### config.mk
export PLATFORM = sky130hd
export DESIGN_NAME = adder_sum_accumulator_flat
export DESIGN_NICKNAME = d
export VERILOG_FILES = /design/src/rtl/adder_sum_accumulator_pkg.sv /design/src/rtl/adder_sum_accumulator_if.sv /design/src/rtl/adder_sum_accumulator.sv /design/src/flat_wrapper.sv
export SDC_FILE = /design/constraint.sdc
export NUM_CORES = 1
export LEC_CHECK = 0
export CORE_AREA = 5 5 56 82
export DETAILED_ROUTE_END_ITERATION = 8
export DIE_AREA = 0 0 61 87
export HOLD_SLACK_MARGIN = 0.05
export PLACE_DENSITY = 0.84
export SKIP_CTS_REPAIR_TIMING = 1
export SYNTH_ARGS = -nofsm -noshare
export SYNTH_HDL_FRONTEND = slang
export SYNTH_SLANG_ARGS = --single-unit
### constraint.sdc
create_clock -name clk -period 2.5 [get_ports clk]
set_input_delay 0.75 -clock clk [delete_from_list [all_inputs] [get_ports clk]]
set_output_delay 0.75 -clock clk [all_outputs]
set_load 0.005 [all_outputs]
### src/rtl/adder_sum_accumulator_pkg.sv
// Shared types and defaults for the adder frame-sum accumulator.
package adder_sum_accumulator_pkg;

    localparam int unsigned SUM_W_DEF = 5;
    localparam int unsigned ACC_W_DEF = 8;
    localparam int unsigned COUNT_DEF = 4;
    localparam int unsigned IDX_W     = 8;

    typedef enum logic [1:0] {
        ST_IDLE  = 2'd0,
        ST_ACCUM = 2'd1,
        ST_HOLD  = 2'd2
    } state_e;

endpackage

### src/rtl/adder_sum_accumulator_if.sv
// Input sum stream and output frame-result stream of the accumulator.
interface adder_sum_accumulator_if
    import adder_sum_accumulator_pkg::*;
#(
    parameter int unsigned SUM_W = SUM_W_DEF,
    parameter int unsigned ACC_W = ACC_W_DEF
);
    logic             in_valid;
    logic             in_ready;
    logic [SUM_W-1:0] in_sum;
    logic             out_valid;
    logic             out_ready;
    logic [ACC_W-1:0] out_total;
    logic             out_overflow;
    logic [IDX_W-1:0] frame_idx;

    modport master (
        output in_valid, in_sum, out_ready,
        input  in_ready, out_valid, out_total, out_overflow, frame_idx
    );

    modport slave (
        input  in_valid, in_sum, out_ready,
        output in_ready, out_valid, out_total, out_overflow, frame_idx
    );
endinterface

### src/rtl/adder_sum_accumulator.sv
// Accumulates COUNT adder sums per frame and presents the total with a
// sticky overflow flag on a valid/ready output.
module adder_sum_accumulator
    import adder_sum_accumulator_pkg::*;
#(
    parameter int unsigned SUM_W = SUM_W_DEF,
    parameter int unsigned COUNT = COUNT_DEF,
    parameter int unsigned ACC_W = ACC_W_DEF
)(
    input  logic                     clk,
    input  logic                     rst,
    input  logic                     clear,
    adder_sum_accumulator_if.slave   bus
);

    state_e           state, state_nxt;
    logic [ACC_W-1:0] acc, acc_nxt;
    logic [ACC_W-1:0] total_nxt;
    logic             ovf, ovf_nxt;
    logic             ovfo_nxt;
    logic [IDX_W-1:0] idx, idx_nxt;
    logic [ACC_W:0]   sum_ext;
    logic             accept;

    assign accept        = bus.in_valid && bus.in_ready;
    assign bus.frame_idx = idx;

    // Next-state and datapath update; clear behaves like reset.
    always_comb begin
        state_nxt = state;
        acc_nxt   = acc;
        ovf_nxt   = ovf;
        idx_nxt   = idx;
        total_nxt = bus.out_total;
        ovfo_nxt  = bus.out_overflow;
        sum_ext   = (ACC_W+1)'(acc) + (ACC_W+1)'(bus.in_sum);

        if (clear) begin
            state_nxt = ST_IDLE;
            acc_nxt   = '0;
            ovf_nxt   = 1'b0;
            idx_nxt   = '0;
            total_nxt = '0;
            ovfo_nxt  = 1'b0;
        end else begin
            unique case (state)
                ST_IDLE: begin
                    if (accept) begin
                        acc_nxt   = ACC_W'(bus.in_sum);
                        ovf_nxt   = 1'b0;
                        idx_nxt   = IDX_W'(1);
                        state_nxt = ST_ACCUM;
                    end
                end
                ST_ACCUM: begin
                    if (accept) begin
                        acc_nxt = sum_ext[ACC_W-1:0];
                        ovf_nxt = ovf | sum_ext[ACC_W];
                        idx_nxt = idx + IDX_W'(1);
                        if (idx_nxt == IDX_W'(COUNT)) begin
                            state_nxt = ST_HOLD;
                            total_nxt = acc_nxt;
                            ovfo_nxt  = ovf_nxt;
                        end
                    end
                end
                ST_HOLD: begin
                    if (bus.out_valid && bus.out_ready) begin
                        acc_nxt   = '0;
                        ovf_nxt   = 1'b0;
                        idx_nxt   = '0;
                        state_nxt = ST_IDLE;
                    end
                end
                default: state_nxt = ST_IDLE;
            endcase
        end
    end

    always_ff @(posedge clk) begin
        if (rst) begin
            state            <= ST_IDLE;
            acc              <= '0;
            ovf              <= 1'b0;
            idx              <= '0;
            bus.out_total    <= '0;
            bus.out_overflow <= 1'b0;
            bus.out_valid    <= 1'b0;
            bus.in_ready     <= 1'b1;
        end else begin
            state            <= state_nxt;
            acc              <= acc_nxt;
            ovf              <= ovf_nxt;
            idx              <= idx_nxt;
            bus.out_total    <= total_nxt;
            bus.out_overflow <= ovfo_nxt;
            bus.out_valid    <= (state_nxt == ST_HOLD);
            bus.in_ready     <= (state_nxt != ST_HOLD);
        end
    end

endmodule

### src/flat_wrapper.sv
// flat-port wrapper written by rule: the top's interface ports become plain ports
module adder_sum_accumulator_flat import adder_sum_accumulator_pkg::*;
#(
    parameter int unsigned SUM_W = SUM_W_DEF,
    parameter int unsigned COUNT = COUNT_DEF,
    parameter int unsigned ACC_W = ACC_W_DEF
)
  (clk, rst, clear, bus_in_valid, bus_in_sum, bus_out_ready, bus_in_ready, bus_out_valid, bus_out_total, bus_out_overflow, bus_frame_idx);
  adder_sum_accumulator_if #(.SUM_W(SUM_W), .ACC_W(ACC_W)) bus_i ();
  input  logic clk;
  input  logic rst;
  input  logic clear;
  input wire logic [$bits(bus_i.in_valid)-1:0] bus_in_valid;
  input wire logic [$bits(bus_i.in_sum)-1:0] bus_in_sum;
  input wire logic [$bits(bus_i.out_ready)-1:0] bus_out_ready;
  output wire logic [$bits(bus_i.in_ready)-1:0] bus_in_ready;
  output wire logic [$bits(bus_i.out_valid)-1:0] bus_out_valid;
  output wire logic [$bits(bus_i.out_total)-1:0] bus_out_total;
  output wire logic [$bits(bus_i.out_overflow)-1:0] bus_out_overflow;
  output wire logic [$bits(bus_i.frame_idx)-1:0] bus_frame_idx;
  assign bus_i.in_valid = bus_in_valid;
  assign bus_i.in_sum = bus_in_sum;
  assign bus_i.out_ready = bus_out_ready;
  assign bus_in_ready = bus_i.in_ready;
  assign bus_out_valid = bus_i.out_valid;
  assign bus_out_total = bus_i.out_total;
  assign bus_out_overflow = bus_i.out_overflow;
  assign bus_frame_idx = bus_i.frame_idx;
  adder_sum_accumulator #(.SUM_W(SUM_W), .COUNT(COUNT), .ACC_W(ACC_W)) u_core (.clk(clk), .rst(rst), .clear(clear), .bus(bus_i));
endmodule
==> impl_summary.md <==
Die
The floorplan step set the die height to 87 um. The initialized floorplan defines 28 standard-cell rows. The width of the die is ~61 um. The core region is ~3900 sq um. For this configuration, the core starts out at a cell density of about 44%. 29 I/O pins were placed. The die area is around 5300 sq um.

Yosys
The post-synth net total is about 220. For this run, the number of Yosys warnings is 0. Summing the areas of all compound-gate instances in the mapped netlist gives 22.3% of the synthesized area. The sequential area share after synthesis is a little over a third. The fraction of registers with async set or reset after synthesis is 0%.

The flip-flop and latch count after synthesis is 30. sky130_fd_sc_hd__dfxtp_1 takes more of the synthesized area than any other cell. The count of mapped cells out of synthesis is ~200. Each instance of the synthesized netlist takes up on average approximately 8.7 sq um. The area share of the largest cell type after synthesis is roughly a third. By area the synthesized netlist is led by sky130_fd_sc_hd__dfxtp_1 35%, sky130_fd_sc_hd__ha_1 8.0%, sky130_fd_sc_hd__nor2_1 4.4%. The area fraction in and, or, nand and nor cells after synthesis is ~22%. The largest family of logic cells by synthesized area is simple AND/OR/NAND/NOR gates. The synthesized netlist devotes under 10% of its cell area to XOR and XNOR gates. The number of unique standard cell types used by synthesis is 50. In this run the cell area of the synthesized design comes to around 1700 sq um. Summing the areas of all fa, ha and maj instances in the mapped netlist gives a little under a tenth of the synthesized area. The count of flip-flops with a built-in enable after synthesis is 0.

After synthesis, the most frequently instantiated cells are 30 x sky130_fd_sc_hd__dfxtp_1, 20 x sky130_fd_sc_hd__nor2_1, 15 x sky130_fd_sc_hd__o21ai_0. The main flop type after synthesis is sky130_fd_sc_hd__dfxtp_1. Among all cell types in the netlist, the one instantiated most often is sky130_fd_sc_hd__dfxtp_1. The share of cell area taken by muxes after synthesis is 2.92%.

Setup path
STA classifies the critical path startpoint as an input pin. The kind of critical path is in -> reg. The launch point of the critical path is bus_in_sum[0]. The largest driver fanout on the critical path is 2.

The nature of the critical path endpoint is a flop. The startpoint identified for the worst register-to-register timing path is u_core.bus.frame_idx[0]$_SDFFE_PP0P_. The worst endpoint required time is about 2700 ps. At the worst endpoint, the arrival time is about 2500 ps.

Timing
Measured against its own limit, the worst slew margin works out to between 60% and 70%. The time the worst path needs with I/O delays and setup is 2280 ps. The worst-case hold slack is between 400 and 500 ps.

Setup repair after global routing left no endpoint under its margin. The number of max-slew violations in the final report is 0. Between clock sinks in the finished design, the worst skew comes to 3.06 ps. The number of setup violations in the final report is 0. For this run, the top clock speed supported by timing is 439 MHz. The period utilization is around nine tenths. For the pin with the worst max-slew slack, the measured transition is around 490 ps. The number of hold-slack violations in the final timing report is 0.

Placed design
The congestion estimate from routability-driven global placement came to between 0.8 and 0.9. After legalization and detailed placement, the total HPWL measured around 3.1 mm. Port buffering added 28 buffers.

Outcome
The flow ran to the end, and the final reports show no timing, DRC or antenna violations.

Detailed routing
The detail-routed net length per standard cell is ~16 um. The DRC violations left is 0. The mean number of vias per cell is 5.75. The met1 wire length is roughly 1.8 mm. Wire segments on met3 add up to about 180 um in the final route. The total wire length is roughly 4.5 mm. The first TritonRoute pass finished after 4 iterations. In this run, the number of DRC markers left after iteration 0 of detailed routing was 102.

The post-route antenna net violation count is 0. The highest metal layer carrying signal wires in the routed design is met4. The via count of the routed design is between 1500 and 2000. The met2 wirelength from detailed routing is 2.36 mm.

Clocking
The count of H-tree levels built during CTS is 2. For the worst-skew pair, the clock arrives at the later sink with an insertion delay of 280 ps. The clock-pin slew reported for the worst setup and hold paths after clock tree synthesis is 70 ps. Clock tree synthesis selected as its root buffer the cell sky130_fd_sc_hd__clkbuf_8. In this run, CTS created clock tree buffers numbering 5.

The clock tree from TritonCTS is done. The deepest clock path buffer count is 2. The clock net in this run drives a total of 30 sinks.

Power
The maximum vdd drop is 418 uV. The cell leakage power is 0.979 nW. The power density over cell area is between 400 and 500 nW/um^2.

Cells and area
The final antenna diode count is 0. The share of the core filled with cells is between 60 and 70%. The area growth from synthesis to layout is 35.6%. The number of filler instances in the final layout is 340. The net count of the finished layout is 264. Cells with a size suffix above 1 make up between 10% and 20% of the layout.

GRT
The initial antenna violation count is 0. The via count of the first global-routing pass is 1644. For this run, the total global-route usage over all layers was measured as around 18%. The first global-routing pass estimated about 7.2 mm of wire. The overall overflow remaining after global route is 0. Entering global routing, the biggest net connects 23 pins.

Run
Across the run, the number of max-cap violations was 0.

Worst hold path
The class of the worst hold path is reg -> reg. The beginning of the worst hold path is u_core.bus.out_overflow$_SDFFE_PP0P_.
kinds of logic after synthesis:
| group | Yosys count |
|---|---|
| AND/OR/NAND/NOR | 69 |
| AO/OA/AOI/OAI | 58 |
| flip-flops | 30 |
| buffers and inverters | 16 |
| adder cells (fa/ha/maj) | 12 |
| XOR/XNOR | 7 |
| multiplexers | 5 |
per-layer routing:
layer	global-route usage, %	vias to the layer above
li1	-	811
met1	19.3	793
met2	30.8	40
met3	3.71	12
met4	10.3	0
met5	0	-
worst paths after layout:
kind | depth (start not counted) | slack, ps | endpoint
worst min-delay path | 2 | 470 | u_core.bus.out_overflow$_SDFFE_PP0P_
worst max register to register | 7 | 330 | u_core.bus.out_total[3]$_SDFFE_PP0P_
worst min register to register | 2 | 470 | u_core.bus.out_overflow$_SDFFE_PP0P_
worst max-delay path | 9 | 220 | u_core.acc[7]$_SDFFE_PP0P_
state kept, by name, indices dropped and copies added, names as in the netlist:
name / cells
u_core.acc: 8
u_core.bus.frame_idx: 8
u_core.bus.out_total: 8
u_core.state: 2
u_core.bus.in_ready: 1
u_core.bus.out_overflow: 1
u_core.bus.out_valid: 1
u_core.ovf: 1
worst max-delay path, stage by stage:
cell and delay [ps]:
sky130_fd_sc_hd__dlymetal6s2s_1 130, sky130_fd_sc_hd__ha_2 180, sky130_fd_sc_hd__buf_4 130, sky130_fd_sc_hd__a21o_1 220, sky130_fd_sc_hd__a2111oi_4 360, sky130_fd_sc_hd__buf_4 160, sky130_fd_sc_hd__nand3b_1 140, sky130_fd_sc_hd__xor2_2 100
sky130_fd_sc_hd__o41ai_2 290
through the flow:
stage | TNS, ps | total power [mW] | worst slack (ps) | cell area (sq um) | std cells
finish | 0 | 1.06 | 221 | 2320 | 288
CTS | -338 | 1.05 | -141 | 2210 | 286
floorplan | 0 | 0.574 | 68.8 | 1710 | 197
detailed placement | -2930 | 0.636 | -439 | 2120 | 278
global placement | -2540 | 0.633 | -388 | 2120 | 278
global route | 0 | 1.09 | 117 | 2320 | 288
cell type report:
cell class	instances	area [sq um]	area share (%)
Clock buffer	7	86.3	3.71
Clock inverter	1	5.00	0.215
Inverter	8	30.0	1.29
Multi-Input combinational cell	151	1120	48.1
Sequential cell	30	601	25.8
Tap cell	45	56.3	2.42
Timing Repair Buffer	46	428	18.4
cells in the final DEF (no fill, tap or decap), types with 2 or more instances in the layout:
master,instances
sky130_fd_sc_hd__nand2_1,10
sky130_fd_sc_hd__ha_1,7
sky130_fd_sc_hd__nand4b_1,2
sky130_fd_sc_hd__mux2i_1,5
sky130_fd_sc_hd__nor2_1,20
sky130_fd_sc_hd__clkbuf_8,6
sky130_fd_sc_hd__or2_2,3
sky130_fd_sc_hd__dfxtp_1,30
sky130_fd_sc_hd__xnor2_1,6
sky130_fd_sc_hd__buf_4,18
sky130_fd_sc_hd__clkdlybuf4s50_1,23
sky130_fd_sc_hd__and3_1,4
sky130_fd_sc_hd__o21ai_0,14
sky130_fd_sc_hd__dlymetal6s2s_1,5
sky130_fd_sc_hd__nand3_1,6
sky130_fd_sc_hd__a31oi_1,4
sky130_fd_sc_hd__nor2b_1,2
sky130_fd_sc_hd__a211oi_1,3
sky130_fd_sc_hd__o211a_1,2
sky130_fd_sc_hd__a21o_1,3
sky130_fd_sc_hd__ha_4,3
sky130_fd_sc_hd__nand3b_1,3
sky130_fd_sc_hd__a221oi_1,3
sky130_fd_sc_hd__o31ai_1,2
sky130_fd_sc_hd__nand4_1,3
sky130_fd_sc_hd__or3_1,3
sky130_fd_sc_hd__o21ai_1,2
sky130_fd_sc_hd__nor3_1,2
sky130_fd_sc_hd__a21oi_1,14
sky130_fd_sc_hd__inv_1,8
report_power, final:
part	switching, mW	leakage [nW]	internal, mW
logic	0.0761	0.688	0.0782
clock network	0.190	0.0482	0.222
registers	0.00657	0.243	0.484
total	0.273	0.979	0.784
Power figures use the tool's default switching activity.
